### src/rtl/kp_scanner.sv
// kp_scanner: 4x4 keypad column scanner with press/release debounce and a key-code queue.
// Latency: a write lands one clock after the DEB_CNT-th matching sample strobe; key_valid is high on the next clock.
// Backpressure: key_valid/key_ready handshake. The scan never stalls; a press that finds the queue full is dropped and overflow sets.
// Ports: clk/reset (sync, active-high); kpc = active-low column drive; kphit/num = decoder result;
//        key_valid/key_num/key_ready = queue head handshake; overflow = sticky dropped-press flag.
module kp_scanner #(
    parameter int SCAN_DIV   = 1000,
    parameter int DEB_CNT    = 4,
    parameter int FIFO_DEPTH = 4
) (
    input  logic       clk,
    input  logic       reset,
    output logic [3:0] kpc,
    input  logic       kphit,
    input  logic [3:0] num,
    output logic       key_valid,
    output logic [3:0] key_num,
    input  logic       key_ready,
    output logic       overflow
);

    localparam int DIV_W = $clog2(SCAN_DIV);
    localparam int CNT_W = $clog2(DEB_CNT + 1);
    localparam int PTR_W = $clog2(FIFO_DEPTH);

    localparam logic [DIV_W-1:0] DIV_LAST = DIV_W'(SCAN_DIV - 1);
    localparam logic [CNT_W-1:0] DEB_LAST = CNT_W'(DEB_CNT);
    localparam logic [PTR_W:0]   FULL_CNT = (PTR_W + 1)'(FIFO_DEPTH);

    localparam logic [1:0] ST_SCAN = 2'd0;
    localparam logic [1:0] ST_DEB  = 2'd1;
    localparam logic [1:0] ST_PUSH = 2'd2;
    localparam logic [1:0] ST_HELD = 2'd3;

    // Column dwell divider; the last count of each dwell is the sample strobe.
    logic [DIV_W-1:0] div;
    logic             strobe;

    assign strobe = (div == DIV_LAST);

    always_ff @(posedge clk) begin
        if (reset) begin
            div <= '0;
        end else if (strobe) begin
            div <= '0;
        end else begin
            div <= div + 1'b1;
        end
    end

    // Scan / debounce controller
    logic [1:0]       state;
    logic [CNT_W-1:0] cnt;
    logic [CNT_W-1:0] cnt_inc;
    logic [3:0]       cand;
    logic [3:0]       kpc_next;
    logic             push;

    assign cnt_inc  = cnt + 1'b1;
    // Rotate the single low bit one position right: 0111 -> 1011 -> 1101 -> 1110 -> 0111.
    assign kpc_next = {kpc[0], kpc[3:1]};
    assign push     = (state == ST_PUSH);

    always_ff @(posedge clk) begin
        if (reset) begin
            state <= ST_SCAN;
            kpc   <= 4'b0111;
            cnt   <= '0;
            cand  <= '0;
        end else begin
            case (state)
                ST_SCAN: begin
                    if (strobe) begin
                        if (kphit) begin
                            cand  <= num;
                            cnt   <= CNT_W'(1);
                            state <= (DEB_CNT == 1) ? ST_PUSH : ST_DEB;
                        end else begin
                            kpc <= kpc_next;
                        end
                    end
                end
                ST_DEB: begin
                    if (strobe) begin
                        if (kphit && (num == cand)) begin
                            cnt <= cnt_inc;
                            if (cnt_inc == DEB_LAST) begin
                                state <= ST_PUSH;
                            end
                        end else begin
                            // Bounce: give up on this column and keep scanning.
                            cnt   <= '0;
                            kpc   <= kpc_next;
                            state <= ST_SCAN;
                        end
                    end
                end
                ST_PUSH: begin
                    cnt   <= '0;
                    state <= ST_HELD;
                end
                ST_HELD: begin
                    // Count consecutive released samples; any hit restarts the release debounce.
                    if (strobe) begin
                        if (kphit) begin
                            cnt <= '0;
                        end else if (cnt_inc == DEB_LAST) begin
                            cnt   <= '0;
                            kpc   <= kpc_next;
                            state <= ST_SCAN;
                        end else begin
                            cnt <= cnt_inc;
                        end
                    end
                end
                default: begin
                    state <= ST_SCAN;
                end
            endcase
        end
    end

    // Key-code queue. A pop in the same cycle as a push into a full queue frees the slot,
    // so the push is still taken; there is no bypass from an empty queue.
    logic [3:0]       mem [FIFO_DEPTH];
    logic [PTR_W-1:0] wr_ptr;
    logic [PTR_W-1:0] rd_ptr;
    logic [PTR_W:0]   count;
    logic             full;
    logic             pop;
    logic             wr_en;

    assign full      = (count == FULL_CNT);
    assign key_valid = (count != '0);
    assign key_num   = mem[rd_ptr];
    assign pop       = key_valid & key_ready;
    assign wr_en     = push & (~full | pop);

    always_ff @(posedge clk) begin
        if (reset) begin
            wr_ptr   <= '0;
            rd_ptr   <= '0;
            count    <= '0;
            overflow <= 1'b0;
            for (int i = 0; i < FIFO_DEPTH; i++) begin
                mem[i] <= '0;
            end
        end else begin
            if (wr_en) begin
                mem[wr_ptr] <= cand;
                wr_ptr      <= wr_ptr + 1'b1;
            end
            if (pop) begin
                rd_ptr <= rd_ptr + 1'b1;
            end
            case ({wr_en, pop})
                2'b10:   count <= count + 1'b1;
                2'b01:   count <= count - 1'b1;
                default: count <= count;
            endcase
            if (push && full && !pop) begin
                overflow <= 1'b1;
            end
        end
    end

endmodule

### config.mk
export PLATFORM = sky130hd
export DESIGN_NAME = kp_scanner
export DESIGN_NICKNAME = d
export VERILOG_FILES = /design/src/rtl/kp_scanner.sv
export SDC_FILE = /design/constraint.sdc
export NUM_CORES = 1
export LEC_CHECK = 0
export BUFFER_PORTS_ARGS = -buffer_cell sky130_fd_sc_hd__buf_2
export CELL_PAD_IN_SITES_DETAIL_PLACEMENT = 1
export CELL_PAD_IN_SITES_GLOBAL_PLACEMENT = 1
export CORE_MARGIN = 2
export CORE_UTILIZATION = 45
export CTS_BUF_LIST = sky130_fd_sc_hd__clkbuf_2 sky130_fd_sc_hd__clkbuf_4 sky130_fd_sc_hd__clkbuf_8
export CTS_CLUSTER_DIAMETER = 50
export DETAILED_ROUTE_END_ITERATION = 7
export GPL_ROUTABILITY_DRIVEN = 0
export PLACE_DENSITY = 0.85
export SLEW_MARGIN = 0
export SYNTH_ARGS = -nofsm -noshare
export SYNTH_HDL_FRONTEND = slang
export SYNTH_SLANG_ARGS = --single-unit
### constraint.sdc
create_clock -name clk -period 3 [get_ports clk]
set_clock_uncertainty 0.2 [all_clocks]
set_input_delay 0.6 -clock clk [delete_from_list [all_inputs] [get_ports clk]]
set_output_delay 0.6 -clock clk [all_outputs]
set_load 0.02 [all_outputs]
==> results.md, run 1 <==
- The first routing iteration left 55 violations.
- After clock tree synthesis, the clock-pin slew on the worst setup and hold paths is 90 ps.
- The placement row count is 26.
- The final clock period utilization by the worst path is 0.902.
- The number of unique standard cell types used by synthesis is 48.
- The mapped cell area is 0.00234 sq mm.
- The die is 76.1 um tall.
- The HPWL after detailed placement is 3440 um.
- The tightest min-delay check is of the reg2reg type.
- The transition time of the tightest slew-check pin is 433 ps.
- Summed over all layers, the routed wires come to 4710 um.
- In the post-route analysis, the smallest setup slack over all paths is 294 ps.
- After clock tree synthesis, the repair step resized 0 gates.
- CTS placed an instance of clkbuf_8 at the clock tree root.
- The number of nets in the layout is 260.
- The flow ran to the end, and the final reports show no timing, DRC or antenna violations.
- The total clock sinks is 49.
- The setup slack on the worst flop-to-flop path is 290 ps.
- The prevailing post-synth register cell is dfxtp_1.
- Of all flip-flops after synthesis, the portion carrying an async set or reset was 0.
- Setup repair after global routing left no endpoint under its margin.
- The headroom to the max-slew limit is 0.707.
- Compared with the post-synthesis result, the final layout area differs by 12.6%.
- The reg-to-reg critical path endpoint is count[2]$_SDFFE_PP0P_.
- The arrival time at the worst endpoint is 2750 ps.
- TritonCTS built the clock tree.
- The share of the Yosys chip area taken by registers is 0.488.
- A synthesized cell averages 10.4 sq um.
- Measured on the finished design, the core utilization comes to 0.522.
- The mean routed wirelength per cell is 14.8 um.
- The clock insertion delay at the later pin of the skew report is 300 ps.
- In the final timing run, aggregate negative setup slack is 0 ps.
- The global-route wire length before repair is 8180 um.
- The largest single stage delay on the critical path is 450 ps.
- The count of cells in the finished layout, fillers not included, comes to 318.
- The critical path contains buffers and inverters numbering 2 combined.
- The number of max-slew violations in the final report was 0.
- On the critical path, the stage with the largest delay is an instance of nor4b_1.
- The floorplan step defined a die boundary enclosing 0.00578 sq mm.
- Of the cells placed in the final design, the portion with a size suffix greater than 1 is 0.169.
- The ratio of total power to cell area is 464 mW/mm^2.
- Synthesis inferred 49 register bits.
- The count of cells along the worst hold path is 1.
- The reg-to-reg startpoint is count[0]$_SDFFE_PP0P_.
- The design draws 1220 uW.
- The top-level I/O count is 18.
- The post-placement worst setup slack is 92.5 ps.
- The H-tree depth reported by CTS is 2.
- The worst register-to-register path has a depth of 9.
- The Yosys warning count is 0.
- The number of remaining DRC errors is 0.
- Post-CTS timing repair inserted 0 buffers for setup.
- The classification of the worst setup path is reg2reg.
- After floorplanning, the core was sized to cover 0.00504 sq mm.
- Summed over all layers, the global routing overflow is 0.
- The data required time of the worst path is 3040 ps.
- The via count of the first global-routing pass is 1755.
- Input and output buffers added on the ports amount to 17.
- The number of antenna violations at the first check in global routing is 0.
- The worst setup path is launched from a flop.
- Buffers inserted to repair hold after CTS numbered 0.
- The hold violation total from the final report is 0.
- The number of setup violations in the final report is 0.
- The cell class contributing the biggest share of worst-path delay is simple AND/OR/NAND/NOR gates.
- In this run the remaining antenna-violating nets after routing total 0.
- TritonCTS created 5 clock buffers.
- The standby leakage power is 0.00101 uW.
- The most numerous cell type found on the critical path is inv_1.
- The worst min-delay path startpoint is div[0]$_SDFF_PP0_.
- The longest clock path from root to sink contains 2 buffers.
- The critical path goes through nor4b_1, nor2_1, inv_1, ha_1, inv_1, fa_1, xor2_1, or3_1, a21oi_1.
- The maximum fanout along the worst path is 5.
- The achievable clock frequency is 0.370 GHz.
- The routed layout has 1670 vias.
- The total of max-cap violations is 0.
- For this run, the total global-route usage over all layers was measured as 0.178.
- Dividing the detail-routed via count by the number of cells gives 5.25.
- The smallest clock period supported by the final layout is computed as 2710 ps.
- The width of the die is 76.1 um.
- The critical path crosses 9 cells after its start point.
- Entering global routing, the biggest net connects 36 pins.
- When the netlist entered floorplanning its net count stood at 238.
- The count of antenna diodes in the layout is 0.
- In this run, synthesis inferred 16 flip-flops with an integrated enable.
- The initial utilization of the core area, before any placement, comes to 0.463.
- The number of cells produced by synthesis is 225.
- The iteration count of the initial detailed-routing pass is 4.
- The number of cells in the design after placement is 310.
- The worst-case IR drop observed on VDD is 0.227 mV.
- The type of element capturing the critical path is a flop.
- The worst-case hold path end point is div[0]$_SDFF_PP0_.
per-layer routing:
| layer | vias up | GRT usage | part of all wire |
|---|---|---|---|
| li1 | 835 | - | - |
| met1 | 808 | 0.205 | 0.43 |
| met2 | 22 | 0.323 | 0.53 |
| met5 | - | 0 | 0 |
| met3 | 5 | 0.0391 | 0.026 |
| met4 | 0 | 0.0636 | 0.013 |
cells in the mapped netlist, types with 2 or more instances:
library cell	instances	area (sq um)
a21oi_1	5	25.0
a31o_2	2	17.5
a31oi_1	3	18.8
and2_1	11	68.8
and4b_1	2	20.0
clkbuf_1	7	26.3
dfxtp_1	33	661
edfxtp_1	16	480
ha_1	4	50.1
inv_1	14	52.6
mux2i_1	8	80.1
mux4_2	4	90.1
nand2_1	5	18.8
nand2b_1	4	25.0
nand3_1	7	35.0
nand3b_1	4	30.0
nand4_1	3	18.8
nor2_1	36	135
nor3_1	7	35.0
o21ai_0	3	15.0
or3_1	3	18.8
xnor2_1	3	26.3
xor2_1	16	140
layout make-up:
class / count / area [sq um]
clock inverters: 2 / 35.0
fillers: 564 / 2410
well taps: 70 / 87.6
flip-flops and latches: 49 / 1140
repair buffers: 22 / 123
clock buffers: 6 / 76.3
inverters: 14 / 52.6
multi-input cells: 155 / 1120
worst max-delay path by stage:
stage,start,to,slack (ps)
after detailed placement,key_ready,count[2]$_SDFFE_PP0P_,90
after floorplan,key_ready,count[2]$_SDFFE_PP0P_,250
after global routing,count[0]$_SDFFE_PP0P_,count[2]$_SDFFE_PP0P_,90
after global placement,key_ready,count[2]$_SDFFE_PP0P_,150
final,count[0]$_SDFFE_PP0P_,count[2]$_SDFFE_PP0P_,290
after CTS,count[0]$_SDFFE_PP0P_,count[2]$_SDFFE_PP0P_,230
through the flow:
| stage | cell area (sq um) | hold slack (ps) |
|---|---|---|
| 2_1_floorplan | 2340 | 213 |
| 3_3_place_gp | 2520 | 225 |
| 3_5_place_dp | 2520 | 232 |
| 4_1_cts | 2630 | 244 |
| 5_1_grt | 2630 | 262 |
| 6_report | 2630 | 241 |
cells in the final DEF (no fill, tap or decap), drive strengths merged, types with 3 or more instances in the layout:
cell	instances
edfxtp	16
xor2	16
mux2i	8
nand3b	4
nor2	36
mux4	4
nand3	7
a21oi	5
or3	4
clkbuf	6
nor3	7
nand2	5
a31oi	3
buf	22
ha	4
o21ai	3
nand4	3
dfxtp	33
xnor2	3
and2	11
inv	14
nand2b	4
power by group:
| group | total (uW) | leakage, uW | switching (uW) | internal (uW) |
|---|---|---|---|---|
| Sequential | 700 | 0.000426 | 5.67 | 695 |
| Clock | 470 | 0.0000586 | 214 | 257 |
| Combinational | 49.3 | 0.000530 | 30.5 | 18.8 |
cell families after synthesis:
logic type | synth area share
and+or+nand+nor | 0.238
DFF | 0.488
AOI/OAI and AO/OA | 0.0659
buffers and inverters | 0.0337
xor gates and xnor gates | 0.0712
muxes | 0.0728
adders and majority gates | 0.0300
sequential cells by signal, summed over array words and instances, names as in the netlist, named ones only:
name,count
cand,4
cnt,3
count,3
div,10
kpc,4
mem,16
overflow,1
rd_ptr,2
state,1
wr_ptr,2
Power figures use the tool's default switching activity.
==> run 2, diff against run 1 <==
- CTS_BUF_LIST: sky130_fd_sc_hd__clkbuf_2 sky130_fd_sc_hd__clkbuf_4 sky130_fd_sc_hd__clkbuf_8 -> sky130_fd_sc_hd__clkbuf_8
- PLACE_DENSITY: 0.85 -> 0.78
- RECOVER_POWER: not set -> 25
==> run 2 against run 1 <==
Die area stayed put; fmax rose by 6.3%; largest cell class unchanged; sequential share of layout area decreased by 0.27 points; worst hold slack improved by 13 ps.
==> results.md, run 2 (synthesized netlist as in run 1, its figures left out) <==
- The run finished with clean final reports.
- The pin count of the biggest net entering global routing is 36 (unchanged).
- The final sum of negative setup slack was 0 ps (unchanged).
- The top-level I/O count is 18 (unchanged).
- The starting utilization of the core area is 0.463 (unchanged).
- The endpoint identified for the worst register-to-register timing path is count[2]$_SDFFE_PP0P_.
- The total CTS buffers came to 5 (unchanged).
- The die boundary height is 76.1 um (unchanged).
- The number of buffers inserted for hold repair after clock tree synthesis came to 0 (unchanged).
- The ratio of total power to cell area was 489 mW/mm^2 (+5.5%).
- STA classifies the critical path startpoint as a flop.
- The number of max-slew violations in the final report is 0 (unchanged).
- The total of max-cap violations came to 0 (unchanged).
- The placement row count is 26 (unchanged).
- The number of remaining DRC errors came to 0 (unchanged).
- The maximum fanout along the worst path is 5 (unchanged).
- The width of the die is 76.1 um (unchanged).
- The arrival time at the worst endpoint is 2580 ps (-170 ps).
- The H-tree depth reported by CTS was 2 (unchanged).
- The area of the core region is 0.00504 sq mm (unchanged).
- The mean routed wirelength per cell is 14.4 um (-2.9%).
- TritonCTS built the clock tree.
- The detailed router's first-iteration violation count is 66 (+20%).
- The die footprint came to 0.00578 sq mm (unchanged).
- The reg-to-reg startpoint is count[0]$_SDFFE_PP0P_.
- The met3 routed wirelength was 100 um (-17%).
- The detailed-placement wirelength estimate is 3420 um (-0.52%).
- The clock insertion delay at the later pin of the skew report is 300 ps (about the same).
- The number of nets in the layout is 261 (+0.38%).
- The classification of the worst setup path is reg2reg.
- The number of antenna violations at the first check in global routing is 0 (unchanged).
- Ranked by flip-flop count, first place goes to mem.
- The flip-flop count of the largest register, all copies and words added came to 16 (unchanged).
- The total routing usage reported by global routing was 0.169 (-0.00887).
- The global route total overflow is 0 (unchanged).
- Setup repair after global routing left no endpoint under its margin.
- The total met2 wirelength after detailed routing is 2360 um (-6.0%).
- The detailed-route via count came to 1656 (-0.84%).
- The register area is 0.00114 sq mm (unchanged).
- The share of final-layout standard cells stronger than drive strength 1 is 0.145 (-0.0248).
- The post-placement cell area is 0.00253 sq mm (+0.30%).
- The iteration count of the initial detailed-routing pass is 4 (unchanged).
- The standby leakage power is 0.00101 uW (-0.56%).
- The count of filler cells inserted in the layout is 572 (+1.4%).
- The number of setup violations in the final report is 0 (unchanged).
- The buffer depth of the longest clock path came to 2 (unchanged).
- Relative to the synthesized area, the layout overhead comes to 13.3%.
- The post-CTS setup-driven buffer insertion count is 0 (unchanged).
- The detailed-route wire length on metal 1 is 2080 um (+3.2%).
- The clock-pin slew on the worst setup and hold paths is 90 ps (about the same).
- The final instance area is 0.00265 sq mm (+0.62%).
- In the final layout, the registers with the most flip-flops are mem (16), div (10).
- The worst setup path is captured at a flop.
- The count of antenna diodes in the layout is 0 (unchanged).
- The final clock period utilization by the worst path is 0.849 (-0.0536).
- The global-route wire length before repair is 7880 um (-3.7%).
- The minimum period implied by the final worst setup slack came to 2550 ps (-161 ps).
- The total clock sinks came to 49 (unchanged).
- The cell at the root of the clock tree is clkbuf_8.
- The library cell used most frequently in the layout, excluding fill and tap cells, is nor2_1.
- The achievable clock frequency is 0.393 GHz (+6.3%).
- The count of cells along the worst register-to-register path was 9 (unchanged).
- The library cells used most frequently in the layout, excluding fill and tap cells, are 36 x nor2_1, 33 x dfxtp_1, 16 x xor2_1, 16 x edfxtp_1, 14 x inv_1.
- The min-delay analysis places its worst path in the category reg2reg.
- The remaining antenna violation count after routing came to 0 (unchanged).
- The transition time of the tightest slew-check pin is 452 ps (+19.1 ps).
- In this run the worst setup path terminates at count[2]$_SDFFE_PP0P_.
- The worst-case vdd ir drop was 0.281 mV (+24%).
- The data required time of the worst path is 3030 ps (about the same).
- The via count of the first global-routing pass was 1692 (-3.6%).
- The multi-input combinational cell area is 0.00112 sq mm (unchanged).
- The final wirelength is 4590 um (-2.6%).
- The hold violation total from the final report is 0 (unchanged).
- The post-CTS resize count is 0 (unchanged).
- The setup slack on the worst flop-to-flop path is 450 ps (+160 ps).
- The first element of the critical path is count[0]$_SDFFE_PP0P_.
- Signal routing reaches up to met4.
- The via-per-instance ratio was 5.19 (-1.1%).
- The number of buffer cells added on primary ports came to 17 (unchanged).
- The headroom to the max-slew limit is 0.696 (-0.0109).
## run 2: area by class of cell
cell class,count,share of cell area
Clock buffer,5,0.0260
Tap cell,70,0.0331
Inverter,14,0.0198
Timing Repair Buffer,23,0.0440
Clock inverter,3,0.0246
Sequential cell,49,0.431
Multi-Input combinational cell,155,0.422
## run 2: per-layer routing
| layer | global-route usage | vias to the layer above |
|---|---|---|
| met4 | 0.0491 | 0 |
| met3 | 0.0332 | 4 |
| met2 | 0.307 | 14 |
| met1 | 0.202 | 804 |
| met5 | 0 | - |
| li1 | - | 834 |
## run 2: critical path, stage by stage (launching register included)
cell     delay (ps)
dfxtp_1         360
nor4b_1         410
nor2_1          120
inv_1           170
ha_1            200
inv_1            60
fa_1            370
xor2_1          160
or3_1           300
a21oi_1         150
## run 2: worst min path at each step
stage,start,end,slack (ps),depth (start not counted)
floorplan,div[0]$_SDFF_PP0_,div[0]$_SDFF_PP0_,210,1
global placement,div[0]$_SDFF_PP0_,div[0]$_SDFF_PP0_,230,1
detailed placement,div[0]$_SDFF_PP0_,div[0]$_SDFF_PP0_,240,1
CTS,div[0]$_SDFF_PP0_,div[0]$_SDFF_PP0_,260,1
global route,div[0]$_SDFF_PP0_,div[0]$_SDFF_PP0_,300,1
finish,div[0]$_SDFF_PP0_,div[0]$_SDFF_PP0_,250,1
## run 2: where the power goes
group | total, uW | leakage [uW] | switching, uW | internal [uW]
Combinational | 48.2 | 0.000515 | 29.6 | 18.7
Clock | 545 | 0.0000681 | 214 | 331
Sequential | 701 | 0.000426 | 6.33 | 695
Total | 1290 | 0.00101 | 250 | 1040
## run 2: per-stage QoR
stage | setup WS (ps) | total power, uW | cells | utilization | hold WS, ps
after global placement | 232 | 764 | 311 | 0.501 | 226
after detailed placement | 181 | 766 | 311 | 0.501 | 237
final | 454 | 1290 | 319 | 0.525 | 253
after global routing | 303 | 1340 | 319 | 0.525 | 298
after CTS | 435 | 1310 | 319 | 0.528 | 258
after floorplan | 251 | 747 | 225 | - | 213
==> run 3, diff against run 2 <==
- clock period: 3 -> 2.5 ns (I/O delays scaled with it)
==> run 3 against run 2 <==
Cell count increased by 0.94%; sequential power increased by 20%; combinational power increased by 22%; first-iteration DRC count decreased by 23%; global-route usage increased by 0.47 points; worst hold slack got worse by 12 ps; non-clock buffer count increased by 3; via count increased by 0.36%; register-to-register slack got worse by 260 ps; design area increased by 1.6%; fmax increased by 10%; critical endpoint unchanged; largest cell class unchanged; largest power group unchanged.
==> results.md, run 3 (synthesized netlist as in run 1, its figures left out) <==
- The minimum period implied by the final worst setup slack is 2310 ps (-235 ps).
- The area of the core region is 0.00504 sq mm (unchanged).
- The number of buffer cells added on primary ports is 17 (unchanged).
- The iteration count of the initial detailed-routing pass is 4 (unchanged).
- The total routing usage reported by global routing is 0.173 (+0.00467).
- In the final layout, the registers with the most flip-flops are mem (16), div (10).
- The detailed-route via count is 1662 (+0.36%).
- The maximum single-stage delay on the critical path is 380 ps (-30 ps).
- The detailed-placement wirelength estimate is 3650 um (+6.6%).
- The final cell count without fillers is 322 (+0.94%).
- The number of buffer and inverter instances along the worst setup path is 2 (unchanged).
- From synthesis to final layout, the design area changed by 15.1%.
- The via-per-instance ratio is 5.16 (-0.57%).
- The total of max-cap violations is 0 (unchanged).
- The post-placement cell area came to 0.00256 sq mm (+1.1%).
- The ratio of total power to cell area is 587 mW/mm^2 (+20%).
- The final clock period utilization by the worst path was 0.924 (+0.0756).
- The total clock sinks is 49 (unchanged).
- The post-CTS resize count is 0 (unchanged).
- The setup slack on the worst flop-to-flop path is 190 ps (-260 ps).
- The post-CTS setup-driven buffer insertion count is 0 (unchanged).
- The number of setup violations in the final report came to 0 (unchanged).
- TritonCTS built the clock tree.
- The count of filler cells inserted in the layout is 577 (+0.87%).
- The number of antenna violations at the first check in global routing is 0 (unchanged).
- The die footprint was 0.00578 sq mm (unchanged).
- The number of remaining DRC errors is 0 (unchanged).
- The cell class contributing the biggest share of worst-path delay is simple AND/OR/NAND/NOR gates.
- The achievable clock frequency is 0.433 GHz (+10%).
- The global route total overflow is 0 (unchanged).
- The most numerous cell type found on the critical path is inv_1.
- For hold timing, the worst endpoint is div[0]$_SDFF_PP0_.
- CTS placed an instance of clkbuf_8 at the clock tree root.
- The flip-flop count of the largest register, all copies and words added is 16 (unchanged).
- The signal on the critical path passes through nor4b_4, nor2_1, inv_1, ha_1, inv_1, fa_1, xor2_1, or3_1, a21oi_1.
- The starting utilization of the core area was 0.463 (unchanged).
- The H-tree depth reported by CTS came to 2 (unchanged).
- The total CTS buffers was 5 (unchanged).
- The global-route wire length before repair is 8020 um (+1.8%).
- The clock insertion delay at the later pin of the skew report is 300 ps (about the same).
- The share of final-layout standard cells stronger than drive strength 1 came to 0.159 (+0.0142).
- The buffer depth of the longest clock path is 2 (unchanged).
- The reg-to-reg critical path endpoint is count[2]$_SDFFE_PP0P_.
- The slowest stage of the critical path is the dfxtp_1 cell.
- The most common cell after layout, fill and taps aside is nor2_1.
- The final wirelength is 4780 um (+4.3%).
- The number of nets in the layout is 264 (+1.1%).
- The worst min-delay path startpoint is div[0]$_SDFF_PP0_.
- STA classifies the critical path startpoint as a flop.
- The mean routed wirelength per cell is 14.8 um (+3.3%).
- The final instance area is 0.00269 sq mm (+1.6%).
- Ranked by flip-flop count, first place goes to mem.
- The flow ran to the end, and the final reports show no timing, DRC or antenna violations.
- The pin count of the biggest net entering global routing came to 36 (unchanged).
- The setup path with the least slack is of type reg2reg.
- The hold violation total from the final report is 0 (unchanged).
- Setup repair after global routing left no endpoint under its margin.
- The number of max-slew violations in the final report is 0 (unchanged).
- The transition time of the tightest slew-check pin is 414 ps (-38.3 ps).
- The count of antenna diodes in the layout is 0 (unchanged).
- The headroom to the max-slew limit is 0.722 (+0.0257).
- The placement row count is 26 (unchanged).
- The via count of the first global-routing pass is 1702 (+0.59%).
- The die boundary height is 76.1 um (unchanged).
- The maximum fanout along the worst path is 5 (unchanged).
- The data required time of the worst path was 2540 ps (-490 ps).
- The reg-to-reg startpoint is count[0]$_SDFFE_PP0P_.
- The count of cells along the worst hold path is 1 (unchanged).
- The number of cells in the design after placement is 314 (+0.96%).
- The top-level I/O count is 18 (unchanged).
- The remaining antenna violation count after routing is 0 (unchanged).
- The worst hold path class is reg2reg.
- The count of cells along the worst register-to-register path is 9 (unchanged).
- The final design utilization is 0.533 (+0.00819).
- The width of the die is 76.1 um (unchanged).
- The clock-pin slew on the worst setup and hold paths came to 90 ps (about the same).
- The detailed router's first-iteration violation count is 51 (-23%).
- The top cell types in the final layout, fill and taps aside, are 36 x nor2_1, 33 x dfxtp_1, 16 x xor2_1, 16 x edfxtp_1, 14 x inv_1.
- The number of buffers inserted for hold repair after clock tree synthesis is 0 (unchanged).
- The standby leakage power is 0.00103 uW (+1.8%).
- The type of element capturing the critical path is a flop.
- The final sum of negative setup slack is 0 ps (unchanged).
- The arrival time at the worst endpoint is 2350 ps (-230 ps).
- The worst-case vdd ir drop is 0.264 mV (-6.3%).
run 3: how the worst max path moves through the flow:
stage                          startpoint               endpoint  slack, ps  depth (start not counted)
global route        count[0]$_SDFFE_PP0P_  count[2]$_SDFFE_PP0P_         30                          9
finish              count[0]$_SDFFE_PP0P_  count[2]$_SDFFE_PP0P_        190                          9
floorplan                       key_ready  count[2]$_SDFFE_PP0P_          7                          9
CTS                 count[0]$_SDFFE_PP0P_  count[2]$_SDFFE_PP0P_        120                          9
detailed placement              key_ready  count[2]$_SDFFE_PP0P_        -40                         10
global placement                key_ready  count[2]$_SDFFE_PP0P_         60                         10
run 3: layout make-up:
type | instances | area [sq um] | share of cell area
Inverter | 14 | 52.6 | 0.0195
Sequential cell | 49 | 1140 | 0.424
Multi-Input combinational cell | 155 | 1130 | 0.421
Clock buffer | 5 | 68.8 | 0.0256
Timing Repair Buffer | 26 | 139 | 0.0517
Tap cell | 70 | 87.6 | 0.0326
Clock inverter | 3 | 68.8 | 0.0256
run 3: through the flow:
step                      total power (uW)  hold WS (ps)  worst slack, ps
after global placement                 918           225             55.8
after detailed placement               919           231            -40.6
after CTS                             1590           245              118
final                                 1580           242              190
after global routing                  1640           273             34.9
after floorplan                        896           213             7.06
run 3: routing by layer:
layer  up-vias  track usage  wire, um
met5         -            0         0
met4         0       0.0655        79
met3         7       0.0391       131
met2        22        0.291      2320
met1       792        0.219      2250
li1        841            -         -
run 3: report_power, final:
group / total (uW) / switching (uW) / leakage (uW) / internal [uW]
registers: 842 / 7.74 / 0.000426 / 834
clock network: 677 / 275 / 0.0000687 / 403
logic: 58.6 / 36.2 / 0.000533 / 22.4
